### src/rtl/piso_serializer.sv
// Parallel-in serial-out stage: takes one word per input handshake and emits it one bit per output handshake.
// Latency: first bit is presented 1 cycle after the word is accepted; back-to-back words chain with no bubble.
// Backpressure: ser_ready=0 freezes the presented bit; in_ready is low while a word is in flight, except on the accepted last bit.
module piso_serializer #(
    parameter int N         = 7,
    parameter int LSB_FIRST = 1,
    parameter int FCW       = 8,
    localparam int IW       = (N > 0) ? $clog2(N + 1) : 1
) (
    input  logic           clk,
    input  logic           rst_n,
    input  logic [N:0]     in_data,
    input  logic           in_valid,
    output logic           in_ready,
    output logic           ser_out,
    output logic           ser_valid,
    input  logic           ser_ready,
    output logic           ser_last,
    output logic           busy,
    output logic [IW-1:0]  bit_idx,
    output logic [FCW-1:0] frame_cnt
);

    typedef enum logic {
        IDLE  = 1'b0,
        SHIFT = 1'b1
    } state_t;

    localparam logic [IW-1:0] LAST_IDX = IW'(N);

    state_t         state;
    logic [N:0]     sreg;
    logic [IW-1:0]  idx_q;
    logic [FCW-1:0] frame_q;
    logic           rdy_en;
    logic           shifting;
    logic           at_last;
    logic           accept;

    assign shifting  = (state == SHIFT);
    assign at_last   = shifting && (idx_q == LAST_IDX);
    assign accept    = in_valid && in_ready;

    // rdy_en keeps in_ready low during reset, since IDLE alone would raise it.
    // The ser_ready term makes in_ready combinational from the sink; this enables zero-bubble chaining.
    assign in_ready  = rdy_en && ((state == IDLE) || (at_last && ser_ready));

    assign ser_out   = (LSB_FIRST != 0) ? sreg[0] : sreg[N];
    assign ser_valid = shifting;
    assign busy      = shifting;
    assign ser_last  = at_last;
    assign bit_idx   = idx_q;
    assign frame_cnt = frame_q;

    always_ff @(posedge clk or negedge rst_n) begin
        if (!rst_n) begin
            state   <= IDLE;
            sreg    <= '0;
            idx_q   <= '0;
            frame_q <= '0;
            rdy_en  <= 1'b0;
        end else begin
            rdy_en <= 1'b1;
            case (state)
                IDLE: begin
                    if (accept) begin
                        sreg  <= in_data;
                        idx_q <= '0;
                        state <= SHIFT;
                    end
                end
                SHIFT: begin
                    if (ser_ready) begin
                        if (idx_q == LAST_IDX) begin
                            frame_q <= frame_q + FCW'(1);
                            if (accept) begin
                                sreg  <= in_data;
                                idx_q <= '0;
                            end else begin
                                // After N+1 zero-filled shifts the register is empty, so ser_out idles at 0.
                                sreg  <= (LSB_FIRST != 0) ? (sreg >> 1) : (sreg << 1);
                                idx_q <= '0;
                                state <= IDLE;
                            end
                        end else begin
                            sreg  <= (LSB_FIRST != 0) ? (sreg >> 1) : (sreg << 1);
                            idx_q <= idx_q + IW'(1);
                        end
                    end
                end
                default: state <= IDLE;
            endcase
        end
    end

endmodule
### config.mk
export PLATFORM = sky130hd
export DESIGN_NAME = piso_serializer
export DESIGN_NICKNAME = d
export VERILOG_FILES = /design/src/rtl/piso_serializer.sv
export SDC_FILE = /design/constraint.sdc
export NUM_CORES = 1
export LEC_CHECK = 0
export CAP_MARGIN = 10
export CORE_ASPECT_RATIO = 1.4
export CORE_MARGIN = 10
export CORE_UTILIZATION = 42
export CTS_CLUSTER_SIZE = 8
export DETAILED_ROUTE_END_ITERATION = 8
export PLACE_DENSITY = 0.8
export RECOVER_POWER = 25
export SYNTH_ARGS = -nofsm -noshare
export SYNTH_HDL_FRONTEND = slang
export SYNTH_SLANG_ARGS = --single-unit
### constraint.sdc
create_clock -name clk -period 1.3 [get_ports clk]
set_input_delay 0.13 -clock clk [delete_from_list [all_inputs] [get_ports clk]]
set_output_delay 0.13 -clock clk [all_outputs]
set_load 0.02 [all_outputs]
# == Word level (Yosys, flattened, before mapping) ==
# Index checks and enable logic that the tools add are counted.
# totals
ff_bits,21
latch_bits,0
ram_bits,0
mem_bits_ro,0
inputBits,12
out_inout_bits,16
wordCells,31
n_memories,0
# op_classes
addsub,2
n_mul,0
n_div,0
order_cmp,0
n_eq_ne,3
n_shift,0
muxes,13
bitwise,1
reduce_logical,7
# ops
op,count
$mux 8,4
$pmux 8 s2,1
$mux 3,3
$add 8x1->8 const B,1
$pmux 3 s2,1
$logic_and 1x1->1,4
$ne 2x2->1 const B,2
$add 3x1->3 const B,1
$eq 3x3->1 const B,1
$mux 1,3
$reduce_and 3->1,1
$pmux 1 s2,1
$reduce_and 2->1,1
$logic_or 1x1->1,1
$not 1->1,1

# == Depth between registers and ports, before layout ==
# depth
depth_word,10
mapped_depth,6
mapped_depth_nobuf,5

# == Worst setup path before layout ==
# No wires, ideal clock.
# synth_path
kind,register to output
startpoint,register idx_q[0] (netlist: bit_idx[0])
endpoint,output in_ready
arrival_time_ns,1.480
required_time_ns,1.170
setup_slack_ns,-0.310
stages_incl_launch_ff,5
n_path_buf,0
cell_sequence,dfrtp_1 > ha_1 > ha_1 > nand2_1 > a21boi_0
# synth_between
elab_chain_len,5
# synth_lines
item,line,rtl
"start, declared",33,logic [IW-1:0] idx_q;
"start signal, assigned",87,idx_q <= idx_q + IW'(1);
$eq 3x3->1,41,assign at_last = shifting && (idx_q == LAST_IDX);
$logic_and 1x1->1,41,
$logic_and 1x1->1,46,assign in_ready = rdy_en && ((state == IDLE) || (at_last && ser_ready));
$logic_or 1x1->1,46,
$logic_and 1x1->1,46,
"end, declared",14,"output logic in_ready,"
# Every way passes these cells.

# == Worst setup path after layout ==
# layout_path
startpoint,register idx_q[1] (netlist: bit_idx[1])
endpoint,register sreg[1]
# layout_between
elab_chain_len,10
# layout_lines
item,line,rtl
$eq 3x3->1 *,"41, 74",
$logic_and 1x1->1,41,
$logic_and 1x1->1,46,
$logic_or 1x1->1,46,
$logic_and 1x1->1,46,
$logic_and 1x1->1,42,assign accept = in_valid && in_ready;
$mux 8,76,if (accept) begin
$mux 8,74,if (idx_q == LAST_IDX) begin
$mux 8,73,if (ser_ready) begin
$pmux 8 s2,64,case (state)
"end signal, assigned",67,sreg <= in_data;
"end signal, assigned",77,sreg <= in_data;
"end signal, assigned",81,sreg <= (LSB_FIRST != 0) ? (sreg >> 1) : (sreg << 1);
"end, declared",32,logic [N:0] sreg;
# Every way passes the cells marked *; elsewhere a longest branch is shown, timed or not. The select of a mux whose other input is x is not followed.
# A chain may end at the register's enable or synchronous reset.

==> impl_results.md <==
* Pwr Density at ~1600 mW/mm²
* CTS Buf Count at 3
* First-pass GRT wire length at 4370 µm
* # hold bufs at CTS at 0
* Simple-gate portion of the synthesized area at 0.206
* Least-Margin Pin Slew at 518 ps
* Clock power frac at 0.124
* Vias/cell at 5.66
* Reg power frac at 0.384
* Int Pwr at 0.00165 W
* Max_cap viols at 0
* Hold Crit Class: in2async
* Cell chosen for the clock root: clkbuf_4
* Status: finished with violations
* Drt drc at 0
* Final setup fails at 21
* Final WS setup at -197 ps
* Die footprint at 0.00479 mm²
* Clock sink total at 21
* Most common cell after layout, fill and taps aside: buf_4
* Clock tree from TritonCTS: built
* DR WL/cell at approximately 17 µm
* Tmin final at 1500 ps
* Adder-cell area share of the yosys netlist at 0.0372
* P&R area growth vs syn at 62.2%
* Max incr delay on CP at 440 ps
* Largest net degree at the start of global routing at 22
* Reg clk slew, reported paths at roughly 120 ps
* Synth Area in XOR/XNOR at 0.0608
* Syn_area_per_cell at 10.3 µm²
* Main combinational cell family by area after synthesis: simple AND/OR/NAND/NOR gates
* Clk_lat worst skew at between 300 and 400 ps
* Failing checks: negative setup slack
* Crit path DAT at about 1700 ps
* Overall Power at 0.00266 W
* Crit-path slowest cell: dfrtp_2
* Switching power at between 0.001 and 0.0015 W
* CP delay by family, top: flip-flops
* Number of global-route vias before repair at 959
* RSZ-0062 raised after global routing: true
* Total number of vias at 968
* Routability congestion estimate from global placement at 0.796
* Initial antenna violation count at 0
* Syn Std Cell Area at approximately 0.001 mm²
* Top_reg_cell synth: dfrtp_1
* Total Wirelength at around 2900 µm
* Synth warnings at 0
* Crit path kind: reg2reg
* Routed Antenna Nets at 0
* Iteration count of the initial detailed-routing pass at 4
* VDD IR max at 1.18 mV
* Gr ovfl total at 0
* Max Freq at about 670 MHz
* Worst Skew at 4.98 ps
* Synth unique cells at 27
* Final Util at 0.734
* Commonest cells after routing, fill and taps aside: buf_4, dfrtp_1, clkdlybuf4s50_1
* Core Area at around 0.0022 mm²
* Ports at 28
* H-tree levels at 1
* ANT cells at 0
* Crit path capture type: flop
* Die Wd at just over 60 µm
* Met2 routed WL at roughly 1500 µm
* R2R Path Start: bit_idx[1]
* Clock buffer depth at 2
* Initial DRC Count at 22
* Post-Route M1 WL at 1180 µm
* Die Y at roughly 78 µm
* Final Hold Viols at 0
* CP required at 1550 ps
* Worst path bufs/invs at 2
* Final nets at between 150 and 200
* Post-synthesis mux area share at 0.0112
* Sw Ratio at 0.379
* Slew Viols, Final at 0
* CP startpoint kind: flop
* Mapped Cells at 98
* Fraction of registers with async set/reset at 1.00
* Worst slew margin at 0.654
* CP max FO at 4
* Leakage at 0.781 nW
* Comb pwr share at 0.492
* Share of post-route cells with drive strength above 1 at 0.416
* Setup slack, reg-to-reg at -200 ps
* Number of port buffers at 27
* Post-synthesis compound-gate area fraction at 0.130
* Row count at 20
* Final Cycle Share at 1.15
* Initial Util at 0.453
* Post-synth EDFFs at 0
* Worst Setup SP: bit_idx[1]
* DP HPWL at 2060 µm
* Met3 WL at ~180 µm
* Tot GR Track Use at 0.118
* Register bit total from synthesis at 21
* Syn Nets at between 100 and 150
* Worst path cell trace: ha_4 > ha_4 > buf_6 > nand4_1 > buf_6 > nand3_2 > a31oi_1
* Sequential-to-total area share from yosys stat at 0.521
* Highest Signal Layer: met4
==> final timing paths <==
check	endpoint	depth (start not counted)
setup / recovery	sreg[1]	7
hold / removal	sreg[1]	2
setup reg to reg	sreg[1]	7
hold reg to reg	frame_cnt[7]	1
max in group asynchronous	bit_idx[1]	2
min in group clk	sreg[3]	3
==> cell usage after synthesis, types with 2 or more instances <==
cell      n  share of area
nor3_1    9          0.045
nand2_1   6          0.022
buf_2     3          0.015
xor2_1    5          0.043
nand3_1   9          0.045
nor2_1    2         0.0074
dfrtp_1  21           0.52
a22o_1    3          0.026
nand4_1   4          0.025
a31oi_1   7          0.043
xnor2_1   2          0.017
ha_1      3          0.037
o21ai_0   9          0.045
and2_1    2          0.012
==> layout make-up <==
type / count / area (µm²)
flip-flops and latches: 21 / 528
multi-input cells: 71 / 583
well taps: 22 / 27.5
fillers: 159 / 592
inverters: 1 / 3.75
repair buffers: 52 / 467
clock buffers: 4 / 26.3
==> what timing repair did <==
| item | 4_1_cts | 5_1_grt |
|---|---|---|
| setup endpoints to repair | 33 | 28 |
| buffers inserted | 1 | 5 |
| pin swaps | 16 | 9 |
| resized for setup | 47 | 22 |
| endpoints found under the hold margin | 0 | 0 |
==> cell families after synthesis <==
group	after synthesis
simple gates	38
fa+ha+maj	3
mux	1
compound gates	21
xor+xnor	7
buf+inv	6
flops	21
other cells	1
==> metal layers <==
| metal | up-vias | track usage |
|---|---|---|
| met5 | - | 0 |
| met4 | 0 | 0.0538 |
| met3 | 6 | 0.0375 |
| met2 | 23 | 0.202 |
| met1 | 474 | 0.124 |
| li1 | 465 | - |
==> per-stage QoR <==
step	setup WS, ps	instance area, µm²	TNS [ps]	instances	hold WS (ps)
2_1_floorplan	-92.4	1050	-806	98	-166
3_3_place_gp	-278	1470	-2420	161	458
3_5_place_dp	-309	1470	-3040	161	457
4_1_cts	-214	1550	-2190	166	168
5_1_grt	-247	1640	-3370	171	341
6_report	-197	1640	-2200	171	301
==> power groups by stage <==
stage                     clock network (W)  registers, W  logic, W
after CTS                          0.000323       0.00101   0.00123
after detailed placement                  0       0.00103   0.00119
after global placement                    0       0.00101   0.00115
final                              0.000329       0.00102   0.00131
after floorplan                           0       0.00114  0.000482
after global routing               0.000360       0.00105   0.00143
==> state kept, by name (all words and copies together), names as in the netlist <==
name / flops
bit_idx: 3
sreg: 8
frame_cnt: 8
busy: 1
rdy_en: 1
Power figures use the tool's default switching activity.
